--- src/rtl/router_pkg.sv ---
// Shared types and header field layout for the router packet reader.
// A FIFO word is {header marker, byte}; header byte is {length[5:0], address[1:0]}.
package router_pkg;

   localparam int FIFO_W          = 9;
   localparam int DATA_W          = 8;
   localparam int HDR_BIT         = 8;
   localparam int LEN_MSB         = 7;
   localparam int LEN_LSB         = 2;
   localparam int LEN_W           = LEN_MSB - LEN_LSB + 1;
   localparam int ADDR_W          = 2;
   localparam int TIMEOUT_DEFAULT = 30;

   typedef enum logic [1:0] {
      ST_IDLE    = 2'd0,
      ST_HEADER  = 2'd1,
      ST_PAYLOAD = 2'd2,
      ST_PARITY  = 2'd3
   } state_t;

   typedef struct packed {
      logic              perr;
      logic              eop;
      logic              sop;
      logic [DATA_W-1:0] data;
   } beat_t;

   function automatic logic [LEN_W-1:0] hdr_len(input logic [DATA_W-1:0] hdr_byte);
      return hdr_byte[LEN_MSB:LEN_LSB];
   endfunction

endpackage

--- src/rtl/router_out_skid.sv ---
// Two-entry output buffer. Handshake: a beat moves when out_valid && out_ready;
// the writer only pushes while count < 2; flush empties it in one cycle.
module router_out_skid
   import router_pkg::*;
(
   input  logic       clock,
   input  logic       reset,
   input  logic       flush,
   input  logic       in_valid,
   input  beat_t      in_beat,
   output logic       out_valid,
   output beat_t      out_beat,
   input  logic       out_ready,
   output logic [1:0] count
);

   beat_t mem [2];
   logic  wr_ptr;
   logic  rd_ptr;
   logic  push;
   logic  pop;

   assign push      = in_valid && (count != 2'd2);
   assign pop       = out_valid && out_ready;
   assign out_valid = (count != 2'd0);
   assign out_beat  = mem[rd_ptr];

   always_ff @(posedge clock or posedge reset) begin
      if (reset) begin
         mem[0] <= '0;
         mem[1] <= '0;
         wr_ptr <= 1'b0;
         rd_ptr <= 1'b0;
         count  <= 2'd0;
      end else if (flush) begin
         mem[0] <= '0;
         mem[1] <= '0;
         wr_ptr <= 1'b0;
         rd_ptr <= 1'b0;
         count  <= 2'd0;
      end else begin
         if (push) begin
            mem[wr_ptr] <= in_beat;
            wr_ptr      <= ~wr_ptr;
         end
         if (pop) begin
            rd_ptr <= ~rd_ptr;
         end
         count <= count + {1'b0, push} - {1'b0, pop};
      end
   end

endmodule

--- src/rtl/router_pkt_reader.sv ---
// Pulls header/payload/parity words from router_fifo, checks parity and forwards
// beats through a 2-entry buffer; a stalled output beyond TIMEOUT flushes everything.
module router_pkt_reader
   import router_pkg::*;
#(
   parameter int TIMEOUT = TIMEOUT_DEFAULT
)
(
   input  logic              clock,
   input  logic              reset,
   input  logic              fifo_empty,
   input  logic [FIFO_W-1:0] fifo_data,
   output logic              fifo_read_enb,
   output logic              fifo_soft_reset,
   input  logic              dest_ready,
   output logic              valid_out,
   output logic [DATA_W-1:0] data_out,
   output logic              sop,
   output logic              eop,
   output logic              parity_err,
   output logic              pkt_done,
   output logic              frame_err,
   output state_t            state_dbg
);

   localparam int TW = $clog2(TIMEOUT + 1);
   localparam logic [LEN_W:0]   REQ_ONE = 1;
   localparam logic [LEN_W-1:0] LEN_ONE = 1;
   localparam logic [TW-1:0]    T_ONE   = 1;
   localparam logic [TW-1:0]    T_LAST  = TW'(TIMEOUT - 1);

   state_t            state;
   state_t            state_nxt;
   logic              rd_inflight;
   logic [LEN_W:0]    req_left;
   logic [LEN_W-1:0]  pay_cnt;
   logic [DATA_W-1:0] run_par;
   logic [TW-1:0]     tcnt;

   logic              buf_valid;
   beat_t             buf_beat;
   logic [1:0]        buf_cnt;
   logic              push_vld;
   beat_t             push_beat;

   logic              flush;
   logic              xfer;
   logic              word_vld;
   logic              word_hdr;
   logic [DATA_W-1:0] word_byte;
   logic [LEN_W-1:0]  word_len;
   logic [1:0]        occ;

   assign word_vld  = rd_inflight && !flush;
   assign word_hdr  = fifo_data[HDR_BIT];
   assign word_byte = fifo_data[DATA_W-1:0];
   assign word_len  = hdr_len(word_byte);
   assign xfer      = buf_valid && dest_ready;
   // A transfer in the same cycle always beats the timeout.
   assign flush     = buf_valid && !dest_ready && (tcnt == T_LAST);
   assign occ       = buf_cnt + {1'b0, rd_inflight};

   always_ff @(posedge clock or posedge reset) begin
      if (reset) begin
         state <= ST_IDLE;
      end else begin
         state <= state_nxt;
      end
   end

   always_comb begin
      state_nxt = state;
      if (flush) begin
         state_nxt = ST_IDLE;
      end else begin
         case (state)
            ST_IDLE:    if (!fifo_empty) state_nxt = ST_HEADER;
            ST_HEADER:  if (word_vld && word_hdr)
                           state_nxt = (word_len == '0) ? ST_PARITY : ST_PAYLOAD;
            ST_PAYLOAD: if (word_vld && pay_cnt == LEN_ONE) state_nxt = ST_PARITY;
            ST_PARITY:  if (word_vld) state_nxt = ST_IDLE;
            default:    state_nxt = ST_IDLE;
         endcase
      end
   end

   always_comb begin
      fifo_read_enb = 1'b0;
      push_vld      = 1'b0;
      push_beat     = '0;
      frame_err     = 1'b0;
      // The header length is unknown until it returns, so HEADER keeps one read in flight.
      if (!fifo_empty && !flush && occ < 2'd2) begin
         case (state)
            ST_HEADER:             fifo_read_enb = !rd_inflight;
            ST_PAYLOAD, ST_PARITY: fifo_read_enb = (req_left != '0);
            default:               fifo_read_enb = 1'b0;
         endcase
      end
      if (word_vld) begin
         push_beat.data = word_byte;
         case (state)
            ST_HEADER: begin
               if (word_hdr) begin
                  push_vld      = 1'b1;
                  push_beat.sop = 1'b1;
               end else begin
                  frame_err = 1'b1;
               end
            end
            ST_PAYLOAD: push_vld = 1'b1;
            ST_PARITY: begin
               push_vld       = 1'b1;
               push_beat.eop  = 1'b1;
               push_beat.perr = (word_byte != run_par);
            end
            default: push_vld = 1'b0;
         endcase
      end
   end

   // req_left counts words still to request (payload plus parity) once the header is known.
   always_ff @(posedge clock or posedge reset) begin
      if (reset) begin
         rd_inflight <= 1'b0;
         req_left    <= '0;
         pay_cnt     <= '0;
         run_par     <= '0;
         tcnt        <= '0;
      end else if (flush) begin
         rd_inflight <= 1'b0;
         req_left    <= '0;
         pay_cnt     <= '0;
         run_par     <= '0;
         tcnt        <= '0;
      end else begin
         rd_inflight <= fifo_read_enb;
         if (xfer) begin
            tcnt <= '0;
         end else if (buf_valid) begin
            tcnt <= tcnt + T_ONE;
         end
         if (word_vld && state == ST_HEADER && word_hdr) begin
            req_left <= {1'b0, word_len} + REQ_ONE;
            pay_cnt  <= word_len;
            run_par  <= word_byte;
         end else begin
            if (fifo_read_enb && state != ST_HEADER) begin
               req_left <= req_left - REQ_ONE;
            end
            if (word_vld && state == ST_PAYLOAD) begin
               pay_cnt <= pay_cnt - LEN_ONE;
               run_par <= run_par ^ word_byte;
            end
         end
      end
   end

   router_out_skid u_skid (
      .clock     (clock),
      .reset     (reset),
      .flush     (flush),
      .in_valid  (push_vld),
      .in_beat   (push_beat),
      .out_valid (buf_valid),
      .out_beat  (buf_beat),
      .out_ready (dest_ready),
      .count     (buf_cnt)
   );

   assign valid_out       = buf_valid;
   assign data_out        = buf_beat.data;
   assign sop             = buf_valid && buf_beat.sop;
   assign eop             = buf_valid && buf_beat.eop;
   assign parity_err      = buf_valid && buf_beat.eop && buf_beat.perr;
   assign pkt_done        = xfer && buf_beat.eop;
   assign fifo_soft_reset = flush;
   assign state_dbg       = state;

endmodule

--- config.mk ---
export PLATFORM = sky130hd
export DESIGN_NAME = router_pkt_reader
export DESIGN_NICKNAME = d
export VERILOG_FILES = /design/src/rtl/router_pkg.sv /design/src/rtl/router_out_skid.sv /design/src/rtl/router_pkt_reader.sv
export SDC_FILE = /design/constraint.sdc
export NUM_CORES = 1
export LEC_CHECK = 0
export CORE_MARGIN = 2
export CORE_UTILIZATION = 40
export CTS_CLUSTER_DIAMETER = 200
export CTS_CLUSTER_SIZE = 25
export DETAILED_ROUTE_END_ITERATION = 8
export PLACE_DENSITY = 0.69
export RECOVER_POWER = 50
export SLEW_MARGIN = 20
export SYNTH_ARGS = -nofsm -noshare
export SYNTH_HDL_FRONTEND = slang
export SYNTH_SLANG_ARGS = --single-unit
--- constraint.sdc ---
create_clock -name clock -period 5.5 [get_ports clock]
set_clock_uncertainty 0.1 [all_clocks]
set_input_delay 0.55 -clock clock [delete_from_list [all_inputs] [get_ports clock]]
set_output_delay 0.55 -clock clock [all_outputs]
set_load 0.005 [all_outputs]
# ---- Word level (Yosys, flattened, before mapping)
# Cells that the tools add are included.
dict set report op_classes {
  add_sub_neg 7
  magnitude_cmp 4
  n_eq_ne 12
  muxes 44
  bitwise 5
  n_reduce_logical 33
}
# cell count
set ops {}
lappend ops {{11-bit 2-to-1 mux} 5}
lappend ops {{22-bit 2-to-1 mux} 2}
lappend ops {{8-bit 2-to-1 mux} 3}
lappend ops {{22-bit bitwise mux} 1}
lappend ops {{7-bit 2-to-1 mux} 3}
lappend ops {{1-bit logical AND} 18}
lappend ops {{6-bit 2-to-1 mux} 3}
lappend ops {{5-bit 2-to-1 mux} 3}
lappend ops {{2-bit 2-to-1 mux} 7}
lappend ops {{1-bit 2-to-1 mux} 13}
lappend ops {{3-bit != test (second input constant)} 4}
lappend ops {{11-bit demux with 1-bit select} 1}
lappend ops {{3-bit nonzero test} 3}
lappend ops {{8-bit != test} 1}
lappend ops {{2-bit case mux with 4 select lines} 1}
lappend ops {{8-bit XOR} 1}
lappend ops {{6-bit by 1-bit adder with 7-bit output (second input constant)} 1}
lappend ops {{7-bit nonzero test} 1}
lappend ops {{7-bit by 1-bit subtractor with 7-bit output (second input constant)} 1}
lappend ops {{6-bit by 1-bit equality test with 1-bit output (second input constant)} 1}
lappend ops {{6-bit zero test} 1}
lappend ops {{2-bit nonzero test} 3}
lappend ops {{6-bit by 1-bit subtractor with 6-bit output (second input constant)} 1}
lappend ops {{5-bit by 1-bit adder with 5-bit output (second input constant)} 1}
lappend ops {{other kinds (17)} 26}
dict set report word_totals {
  ff_bits 55
  in_bits 13
  word_cells 122
}

# ---- Longest topological paths before layout
# Gate-level depths: netlist of run 1.
dict set report depth {
  ltp_word 11
  mapped_depth 12
  ltp_nobuf 10
}

# ---- By module
# Synthesis of run 1 repeated with hierarchy kept, for this count alone.
dict set report unflattened {
  hier_cells 351
  area_unflattened_um2 3374.5
}
# mod instances cells_per_inst area_per_inst_um2 seq_area_each_um2
set modules_own_cells {}
lappend modules_own_cells {router_pkt_reader 1 264 2213.4 725.7}
lappend modules_own_cells {router_out_skid 1 87 1161.1 650.6}

# ---- Least setup slack after synthesis of run 1
# OpenSTA, ideal clock, no wires.
dict set report synth_path {
  kind {register to register}
  start {reg tcnt[1]}
  end {reg u_skid.count[1]}
  arrival_ps 1973
  t_required_ps 5279
  slack_ps 3306
  stages_incl_launch_ff 13
  synth_period_minus_slack_ps 2194
  cell_sequence {dfrtp_1 > inv_1 > ha_1 > nand4_1 > or3_1 > buf_6 > inv_6 > buf_2 > nor2_1 > ha_1 > xor2_1 > xnor2_1 > nor2_1}
}
dict set report synth_via {
  elab_chain_cells 9
}
# element line
set synth_lines {}
lappend synth_lines {{start: declaration} router_pkt_reader.sv:38} ;# logic [TW-1:0] tcnt;
lappend synth_lines {{start signal: assignment} router_pkt_reader.sv:141} ;# tcnt <= tcnt + T_ONE;
lappend synth_lines {{5-bit equality test (*)} router_pkt_reader.sv:60} ;# assign flush = buf_valid && !dest_ready && (tcnt == T_LAST);
lappend synth_lines {{1-bit logical AND (*)} router_pkt_reader.sv:60}
lappend synth_lines {{1-bit zero test} router_pkt_reader.sv:54} ;# assign word_vld = rd_inflight && !flush;
lappend synth_lines {{1-bit logical AND} router_pkt_reader.sv:54}
lappend synth_lines {{1-bit 2-to-1 mux} router_pkt_reader.sv:100} ;# if (word_vld) begin
lappend synth_lines {{1-bit logical AND} router_out_skid.sv:23} ;# assign push = in_valid && (count != 2'd2);
lappend synth_lines {{2-bit by 1-bit adder with 2-bit output} router_out_skid.sv:49} ;# count <= count + {1'b0, push} - {1'b0, pop};
lappend synth_lines {{2-bit by 1-bit subtractor with 2-bit output} router_out_skid.sv:49}
lappend synth_lines {{2-bit 2-to-1 mux (*)} router_out_skid.sv:35} ;# end else if (flush) begin
lappend synth_lines {{end signal: assignment} router_out_skid.sv:49}
lappend synth_lines {{end: declaration} router_out_skid.sv:14} ;# output logic [1:0] count
# Mark *: on every way between the ends. The rest lies on a longest branch, timed or not.
# A chain may end at the register's enable or synchronous reset.

==> results of run 1 <==
-- cells in the final DEF (no fill, tap or decap), types with 3 or more instances in the layout --
master            n
nor2_1           50
nand2_1          28
nor4_1            3
o21ai_0          29
and2_1            3
inv_1            16
dlygate4sd3_1     4
a211oi_1          7
xnor2_1           9
nor2b_1           3
nand3_1           8
inv_6             3
dfrtp_1          55
and3_1            3
a22o_1           12
nand2b_1          3
clkbuf_8          5
a21oi_1          27
a2111oi_4         3
mux2_2            9
nor3_1            8
clkdlybuf4s50_1  26
mux2i_1           9
xor2_1           10
ha_1             15
o21a_1            3
-- logic make-up after synthesis --
kind of cell / count (synthesis)
and+or+nand+nor: 120
AOI/OAI and AO/OA: 99
DFF: 55
buffers and inverters: 42
xor gates and xnor gates: 19
muxes: 19
adders and majority gates: 15
-- registers in the layout (all words and copies together), names as in the netlist --
signal         count
req_left           7
rd_inflight        1
tcnt               5
u_skid.rd_ptr      1
pay_cnt            6
run_par            8
state_dbg          2
u_skid.wr_ptr      1
u_skid.count       2
u_skid.mem        22
-- worst max-delay path, stage by stage --
cell,delay [ns]
dlygate4sd3_1,0.54
clkinv_1,0.05
clkbuf_1,2.13
-- worst max-delay path by stage --
stage | start | endpoint | slack, ns
floorplan | tcnt[1] | u_skid.count[1] | 3.31
global placement | dest_ready | fifo_soft_reset | 2.36
detailed placement | dest_ready | fifo_soft_reset | 2.33
CTS | u_skid.count[0] | fifo_read_enb | 2.10
global route | reset | pay_cnt[4] | 1.22
finish | reset | run_par[2] | 1.87
-- metrics by stage --
| step | hold WS, ns | instances | setup WS (ns) | cell area [µm²] | power [µW] |
|---|---|---|---|---|---|
| 5_1_grt | 0.429 | 490 | 1.22 | 3820 | 2140 |
| 3_5_place_dp | 0.388 | 482 | 2.33 | 3740 | 1750 |
| 3_3_place_gp | 0.373 | 482 | 2.36 | 3740 | 1720 |
| 2_1_floorplan | 0.347 | 369 | 3.31 | 3420 | 1440 |
| 6_report | 0.398 | 490 | 1.87 | 3820 | 1970 |
| 4_1_cts | 0.401 | 490 | 2.10 | 3830 | 1990 |
-- power by group through the flow --
stage / sequential [µW] / combinational (µW) / clock [µW]
2_1_floorplan: 706 / 738 / 0
3_3_place_gp: 758 / 961 / 0
3_5_place_dp: 768 / 982 / 0
4_1_cts: 760 / 989 / 245
5_1_grt: 790 / 1090 / 263
6_report: 761 / 973 / 240
-- layout make-up --
| cell class | instances | area share |
|---|---|---|
| clock inverter | 3 | 0.00589 |
| timing repair buffer | 32 | 0.0815 |
| multi-input combinational | 272 | 0.481 |
| tap | 105 | 0.0344 |
| inverter | 18 | 0.0190 |
| sequential | 55 | 0.360 |
| clock buffer | 5 | 0.0180 |
-- routing by layer --
metal  track usage  part of all wire  wire length, µm
met3        0.0287             0.038              299
met4        0.0434             0.012               94
met5             0                 0                0
met2         0.308              0.48             3750
met1         0.242              0.47             3670
==> summary.md, run 1 <==
| Metric | Value |
|---|---|
| Crit Path Class | input port to async pin |
| Hold path endpoint | tcnt[4] |
| VDD IR-drop max | 156 µV |
| Full die area | 9320 µm² |
| Sequential share of the synthesized area | 0.402 |
| Clock slew at reported path FFs | 0.10 ns |
| # DRC | 0 |
| Yosys top cell area share | 0.402 |
| Ys flop type | dfrtp_1 |
| Adder-Cell Fraction of Synth Area | 0.0548 |
| Most frequent cell after synthesis | dfrtp_1 |
| Mux share of post-synthesis cell area | 0.0603 |
| Area of the multi-input gates | 1840 µm² |
| Synth Area in XOR/XNOR | 0.0486 |
| DIE HEIGHT | 96.5 µm |
| PortBufs | 30 |
| Sequential power share | 0.386 |
| Total CTS buffers | 5 |
| Congestion Overflow GR | 0 |
| Largest family of logic cells by synthesized area | compound AO/OA/AOI/OAI gates |
| Synth-to-layout area growth | 11.6% |
| Reg2Reg Launch Point | state_dbg[1] |
| Hold path cells | 1 |
| Status | complete, but fails checks |
| Row count | 33 |
| Number of global-route vias before repair | 2714 |
| CTS Buffer Depth | 2 |
| CP Max Fanout | 55 |
| Register cell area after layout | 1380 µm² |
| Post-synthesis compound-gate area fraction | 0.214 |
| Worst Path Arrival | 3.31 ns |
| Yosys Warn Count | 0 |
| Fmax | 275 MHz |
| Total of max-cap violations | 1 |
| Final setup vio count | 0 |
| Hold Crit Class | register to register |
| Final wirelength | 7810 µm |
| Synth cell count leaders | dfrtp_1 (55), nor2_1 (50), o21ai_0 (30), nand2_1 (28), a21oi_1 (27) |
| Hold Vio Cnt, Final | 0 |
| Num Clock Sinks | 55 |
| Starting density of the core | 0.415 |
| Via Count | 2734 |
| Min Tclk post-route | 3.63 ns |
| Synthesized flop and latch total | 55 |
| Top cells by area, synth | dfrtp_1 (40%), ha_1 (5.5%), nor2_1 (5.5%) |
| Synthesized area | 3420 µm² |
| Fin Setup TNS | 0 ns |
| GPL Wtd Cong | 0.810 |
| Tcrit/Tclk final | 0.661 |
| P_sw | 814 µW |
| Ratio of cells with drive above 1 in the final layout | 0.0909 |
| Fillers | 823 |
| CTS tree | built |
| Worst slew pin tran | 3.03 ns |
| Asr flop ratio synth | 1.00 |
| DR iter-0 viols | 172 |
| H-tree depth | 2 |
| Max-slew violations | 56 |
| IO Pins | 31 |
| Skew-Pair Late Insertion Delay | 0.32 ns |
| Crit path capture type | async pin |
| HPWL after DPL | 5340 µm |
| RR Endpoint | u_skid.mem[14] |
| Clock Root Buffer | clkbuf_8 |
| DR vias/cell | 5.58 |
| Avg WL per Cell | 15.9 µm |
| Worst rel slew slack | -1.02 |
| Nets | 412 |
| Worst Min Path Start | tcnt[4] |
| Net Count, Synth | 397 |
| Power per cell area | 516 nW/µm² |
| Antenna violations before repair | 0 |
| P_leak | 0.00164 µW |
| Int Power | 1160 µW |
| Post-route ant nets | 0 |
| # resized after CTS | 0 |
| Core area | 8260 µm² |
| Post-synth EDFFs | 0 |
| Hold buffers post-CTS | 0 |
| Distinct cells, synth | 52 |
| Critical Path Source Type | input port |
| Comb power frac | 0.493 |
| Switching share of total power | 0.413 |
| Buffers inserted by post-CTS timing repair | 0 |
| Critical Path RT | 5.18 ns |
| Synth Instances | 369 |
| Failing checks | max-capacitance violations, max-slew violations |
| Avg Synthesized Cell Area | 9.28 µm² |
| Total GRT Usage | 0.181 |
| Post-synthesis simple-gate area fraction | 0.161 |
| FF-to-FF path depth | 6 |
| First-pass GRT wire length | 13100 µm |
| Area leader, netlist | dfrtp_1 |
| Clock share of power | 0.121 |
| N_diodes | 0 |
| Largest net degree at the start of global routing | 56 |
| Util after Layout | 0.463 |
| TritonRoute pass-1 iters | 4 |
| RSZ-0062 raised after global routing | no |
| Die W | 96.5 µm |
| R2R Setup Slk | 2.55 ns |
Power figures use the tool's default switching activity.
==> run 2: changes to the inputs <==
--- a/config.mk
+++ b/config.mk
@@ -10,7 +10,7 @@
 export CTS_CLUSTER_DIAMETER = 200
 export CTS_CLUSTER_SIZE = 25
 export DETAILED_ROUTE_END_ITERATION = 8
-export PLACE_DENSITY = 0.69
+export PLACE_DENSITY = 0.71
 export RECOVER_POWER = 50
 export SLEW_MARGIN = 20
 export SYNTH_ARGS = -nofsm -noshare
==> constraint.sdc (replaced) <==
create_clock -name clock -period 3.2 [get_ports clock]
set_clock_uncertainty 0.1 [all_clocks]
set_input_delay 0.32 -clock clock [delete_from_list [all_inputs] [get_ports clock]]
set_output_delay 0.32 -clock clock [all_outputs]
set_load 0.005 [all_outputs]
==> summary.md, run 2 (synthesized netlist as in run 1, its figures left out) <==
| Metric | Value |
|---|---|
| Dpl cell area | 3800 µm² |
| Critical Path RT | 2.78 ns |
| # resized after CTS | 0 |
| Power per cell area | 883 nW/µm² |
| VDD IR-drop max | 310 µV |
| H-tree depth | 2 |
| Via Count | 2773 |
| Hold Vio Cnt, Final | 0 |
| HPWL after DPL | 5690 µm |
| Max-slew violations | 0 |
| Total CTS buffers | 5 |
| P_leak | 0.00169 µW |
| Sequential power share | 0.382 |
| Worst Path Arrival | 2.50 ns |
| Biggest register | u_skid.mem |
| Hold buffers post-CTS | 0 |
| # DRC | 0 |
| Dpl ws | 0.519 ns |
| Final instance area | 3890 µm² |
| Skew-Pair Late Insertion Delay | 0.32 ns |
| Util after Layout | 0.471 |
| Largest registers | u_skid.mem x22, run_par x8, req_left x7 |
| Congestion Overflow GR | 0 |
| RSZ-0062 raised after global routing | no |
| DR vias/cell | 5.57 |
| CTS Buffer Depth | 2 |
| DIE HEIGHT | 96.5 µm |
| Worst rel slew slack | 0.281 |
| Largest net degree at the start of global routing | 28 |
| Post-route ant nets | 0 |
| Num Clock Sinks | 55 |
| Core area | 8260 µm² |
| TritonRoute pass-1 iters | 4 |
| Total GRT Usage | 0.182 |
| Die W | 96.5 µm |
| Crit path capture type | output port |
| Register cell area after layout | 1380 µm² |
| Int Power | 2020 µW |
| CP Max Fanout | 6 |
| Fmax | 343 MHz |
| Full die area | 9320 µm² |
| First-pass GRT wire length | 13100 µm |
| Hold Crit Class | register to register |
| IO Pins | 31 |
| Comb power frac | 0.496 |
| Post-route setup slack | 0.281 ns |
| Antenna violations before repair | 0 |
| N_diodes | 0 |
| Clock share of power | 0.121 |
| Tcrit/Tclk final | 0.912 |
| Fin Setup TNS | 0 ns |
| Worst slew pin tran | 1.08 ns |
| Clock slew at reported path FFs | 0.10 ns |
| Avg WL per Cell | 15.8 µm |
| Max reg flops | 22 |
| Synth-to-layout area growth | 13.6% |
| Final wirelength | 7850 µm |
| Starting density of the core | 0.415 |
| GPL Wtd Cong | 0.842 |
| Buffers inserted by post-CTS timing repair | 0 |
| P_sw | 1410 µW |
| Critical Path Source Type | register |
| Status | finished, final reports clean |
| Area of the multi-input gates | 1840 µm² |
| PortBufs | 30 |
| Ratio of cells with drive above 1 in the final layout | 0.109 |
| Most common cell after layout, fill and taps aside | dfrtp_1 |
| Nets | 420 |
| Total of max-cap violations | 0 |
| Number of global-route vias before repair | 2693 |
| Final setup vio count | 0 |
| CTS tree | built |
| Fillers | 781 |
| Final hold slack | 0.411 ns |
| Min Tclk post-route | 2.92 ns |
| Row count | 33 |
| Clock Root Buffer | clkbuf_8 |
| Crit Path Class | register to output port |
| Most frequent cells in the layout | dfrtp_1 (55), nor2_1 (50), o21ai_0 (29), nand2_1 (28) |
| DR iter-0 viols | 201 |
| Switching share of total power | 0.411 |
[run 2: layer usage]
layer,routed length [µm],global-route usage,vias to the layer above
li1,-,-,1329
met1,3750,0.260,1371
met2,3700,0.290,62
met3,275,0.0202,11
met4,122,0.0575,0
met5,0,0,-
[run 2: metrics by stage]
| step | cells | total power, µW |
|---|---|---|
| finish | 498 | 3430 |
| floorplan | 369 | 2480 |
| detailed placement | 490 | 3040 |
| CTS | 498 | 3470 |
| global placement | 490 | 2970 |
| global route | 498 | 3720 |
[run 2: power groups by stage]
stage | combinational [µW] | sequential [µW] | clock [µW]
final | 1700 | 1310 | 417
after detailed placement | 1710 | 1320 | 0
after global placement | 1670 | 1300 | 0
after CTS | 1730 | 1310 | 431
after global routing | 1900 | 1360 | 461
after floorplan | 1270 | 1210 | 0
[run 2: layout make-up]
class | count | share of cell area
clock buffer | 5 | 0.0177
clock inverter | 3 | 0.00708
inverter | 18 | 0.0187
multi-input combinational | 272 | 0.474
sequential | 55 | 0.354
tap | 105 | 0.0338
timing repair buffer | 40 | 0.0946
[run 2: worst max-delay path: stages, from the launching register on]
cell and delay (ns):
dfrtp_1 0.44, inv_1 0.12, ha_1 0.31, nor2_1 0.16, a21o_4 0.26, and3_2 0.19
nor3_1 0.16, clkdlybuf4s50_1 0.53
[run 2: final timing paths]
check                                  start              to  slack [ns]  cells after the start
worst max-delay path            state_dbg[0]   fifo_read_enb        0.28                      7
worst min-delay path                 tcnt[4]         tcnt[4]        0.41                      1
worst max register to register  state_dbg[1]  u_skid.mem[10]        0.52                      7
worst min register to register       tcnt[4]         tcnt[4]        0.41                      1
max in group asynchronous              reset      pay_cnt[0]        1.05                      3
min in group asynchronous              reset   u_skid.rd_ptr        0.60                      2
==> run 3: changes to the inputs <==
--- a/config.mk
+++ b/config.mk
@@ -5,11 +5,13 @@
 export SDC_FILE = /design/constraint.sdc
 export NUM_CORES = 1
 export LEC_CHECK = 0
+export CORE_ASPECT_RATIO = 1.2
 export CORE_MARGIN = 2
 export CORE_UTILIZATION = 40
 export CTS_CLUSTER_DIAMETER = 200
 export CTS_CLUSTER_SIZE = 25
 export DETAILED_ROUTE_END_ITERATION = 8
+export GPL_ROUTABILITY_DRIVEN = 0
 export PLACE_DENSITY = 0.71
 export RECOVER_POWER = 50
 export SLEW_MARGIN = 20
==> constraint.sdc (replaced) <==
create_clock -name clock -period 2.51 [get_ports clock]
set_clock_uncertainty 0.1 [all_clocks]
set_input_delay 0.251 -clock clock [delete_from_list [all_inputs] [get_ports clock]]
set_output_delay 0.251 -clock clock [all_outputs]
set_load 0.005 [all_outputs]
==> summary.md, run 3 (synthesized netlist as in run 1, its figures left out) <==
| Metric | Value |
|---|---|
| Switching share of total power | 0.407 |
| Ratio of cells with drive above 1 in the final layout | 0.169 |
| Slowest-stage cell, CP | or3_4 |
| Skew-Pair Late Insertion Delay | 0.33 ns |
| Worst slew pin tran | 1.24 ns |
| Most common cell after layout, fill and taps aside | dfrtp_1 |
| Crit path capture type | output port |
| Max-slew violations | 0 |
| Clock slew at reported path FFs | 0.10 ns |
| WP buf/inv | 3 |
| HPWL after DPL | 6050 µm |
| Clock share of power | 0.119 |
| DR vias/cell | 5.25 |
| CTS tree | built |
| Most frequent cells in the layout | dfrtp_1 (55), nor2_1 (50), o21ai_0 (29), nand2_1 (28) |
| CP Max Fanout | 10 |
| Int Power | 2690 µW |
| Tcrit/Tclk final | 0.953 |
| Critical Path RT | 2.16 ns |
| Synth-to-layout area growth | 19.7% |
| Full die area | 9320 µm² |
| Congestion Overflow GR | 0 |
| Critical Path Source Type | register |
| CTS Buffer Depth | 2 |
| VDD IR-drop max | 310 µV |
| Post-route ant nets | 0 |
| RSZ-0062 raised after global routing | no |
| Min Tclk post-route | 2.39 ns |
| Total GRT Usage | 0.185 |
| # placed instances | 516 |
| Biggest register | u_skid.mem |
| TritonRoute pass-1 iters | 4 |
| Via Count | 2785 |
| Final wirelength | 8060 µm |
| Num Clock Sinks | 55 |
| DIE HEIGHT | 105 µm |
| Util after Layout | 0.487 |
| Sequential power share | 0.368 |
| CP delay by family, top | simple AND/OR/NAND/NOR gates |
| Fillers | 808 |
| Nets | 440 |
| Total of max-cap violations | 0 |
| N_diodes | 0 |
| Clock Root Buffer | clkbuf_8 |
| Core area | 8430 µm² |
| DR iter-0 viols | 125 |
| Comb power frac | 0.513 |
| H-tree depth | 2 |
| Hold Vio Cnt, Final | 0 |
| Final setup vio count | 0 |
| First-pass GRT wire length | 13500 µm |
| Fmax | 418 MHz |
| Crit path largest cell delay | 0.45 ns |
| P_sw | 1840 µW |
| Hold Crit Class | register to register |
| Worst rel slew slack | 0.175 |
| # DRC | 0 |
| Max reg flops | 22 |
| Layout Cells excl Fill | 530 |
| PortBufs | 30 |
| Row count | 37 |
| Starting density of the core | 0.406 |
| Antenna violations before repair | 0 |
| Worst Path Arrival | 2.04 ns |
| Total CTS buffers | 5 |
| CP cell instances | inv_1, ha_1, nand4_1, or3_4, clkinv_8, nor3_2, clkdlybuf4s50_1 |
| Fin Setup TNS | 0 ns |
| Die W | 88.5 µm |
| Largest registers | u_skid.mem x22, run_par x8, req_left x7 |
| Crit Path Class | register to output port |
| P_leak | 0.00182 µW |
| Status | finished, final reports clean |
| Largest net degree at the start of global routing | 31 |
| Hold buffers post-CTS | 0 |
| IO Pins | 31 |
| Power per cell area | 1100 nW/µm² |
| Number of global-route vias before repair | 2741 |
| Avg WL per Cell | 15.2 µm |
-- run 3: cell types whose count changed in the layout (fill, tap and decap cells not counted), sizes merged --
cell / previous run / this run
inv: 20 / 18
clkinv: 0 / 3
clkinvlp: 1 / 0
buf: 8 / 27
clkbuf: 7 / 8
dlygate4sd2: 0 / 1
dlygate4sd3: 3 / 1
dlymetal6s2s: 0 / 1
-- run 3: final timing paths --
kind,startpoint,to,slack (ns),cells past startpoint
setup / recovery,tcnt[1],frame_err,0.12,7
max in group asynchronous,reset,u_skid.mem[19],0.57,3
hold reg to reg,tcnt[4],tcnt[4],0.39,1
min in group asynchronous,reset,u_skid.wr_ptr,0.59,2
hold / removal,tcnt[4],tcnt[4],0.39,1
setup reg to reg,state_dbg[0],u_skid.mem[11],0.15,8
-- run 3: power by group through the flow --
stage	clock network (µW)	logic [µW]	registers (µW)
3_5_place_dp	0	2290	1670
6_report	539	2320	1670
2_1_floorplan	0	1620	1550
3_3_place_gp	0	2220	1650
5_1_grt	593	2580	1730
4_1_cts	551	2330	1660
-- run 3: cell type report --
type | count | area (µm²) | share of cell area
Sequential cell | 55 | 1380 | 0.336
Clock buffer | 5 | 68.8 | 0.0168
Timing Repair Buffer | 60 | 520 | 0.127
Inverter | 18 | 80.1 | 0.0195
Clock inverter | 3 | 28.8 | 0.00702
Multi-Input combinational cell | 272 | 1880 | 0.458
Tap cell | 117 | 146 | 0.0357
-- run 3: routing by layer --
| layer | wire (µm) | up-vias | GRT usage |
|---|---|---|---|
| met5 | 0 | - | 0 |
| met1 | 3490 | 1346 | 0.238 |
| met4 | 99 | 0 | 0.0519 |
| met3 | 260 | 7 | 0.0290 |
| met2 | 4210 | 59 | 0.319 |
| li1 | - | 1373 | - |
-- run 3: worst register-to-register path: cells and delay by family, from the launching register on --
family                     cells  cell delay [ns]
DFF                            1             0.47
AOI/OAI and AO/OA              2             0.44
buffers and inverters          2             0.25
and+or+nand+nor                3             0.85
adders and majority gates      1             0.21
-- run 3: repair_timing --
item,4_1_cts,5_1_grt
pin swaps,0,2
gates cloned,0,0
setup endpoints to repair,3,2
setup buffers,2,4
resized for setup,8,6
endpoints found under the hold margin,0,0
-- run 3: stage by stage --
step / worst slack (ns) / power [µW] / hold slack [ns] / instance area, µm²
after detailed placement: 0.184 / 3960 / 0.383 / 3930
after floorplan: 0.316 / 3160 / 0.247 / 3420
after CTS: 0.0170 / 4540 / 0.264 / 4070
after global routing: 0.0189 / 4900 / 0.410 / 4100
after global placement: 0.218 / 3870 / 0.363 / 3930
final: 0.117 / 4530 / 0.394 / 4100
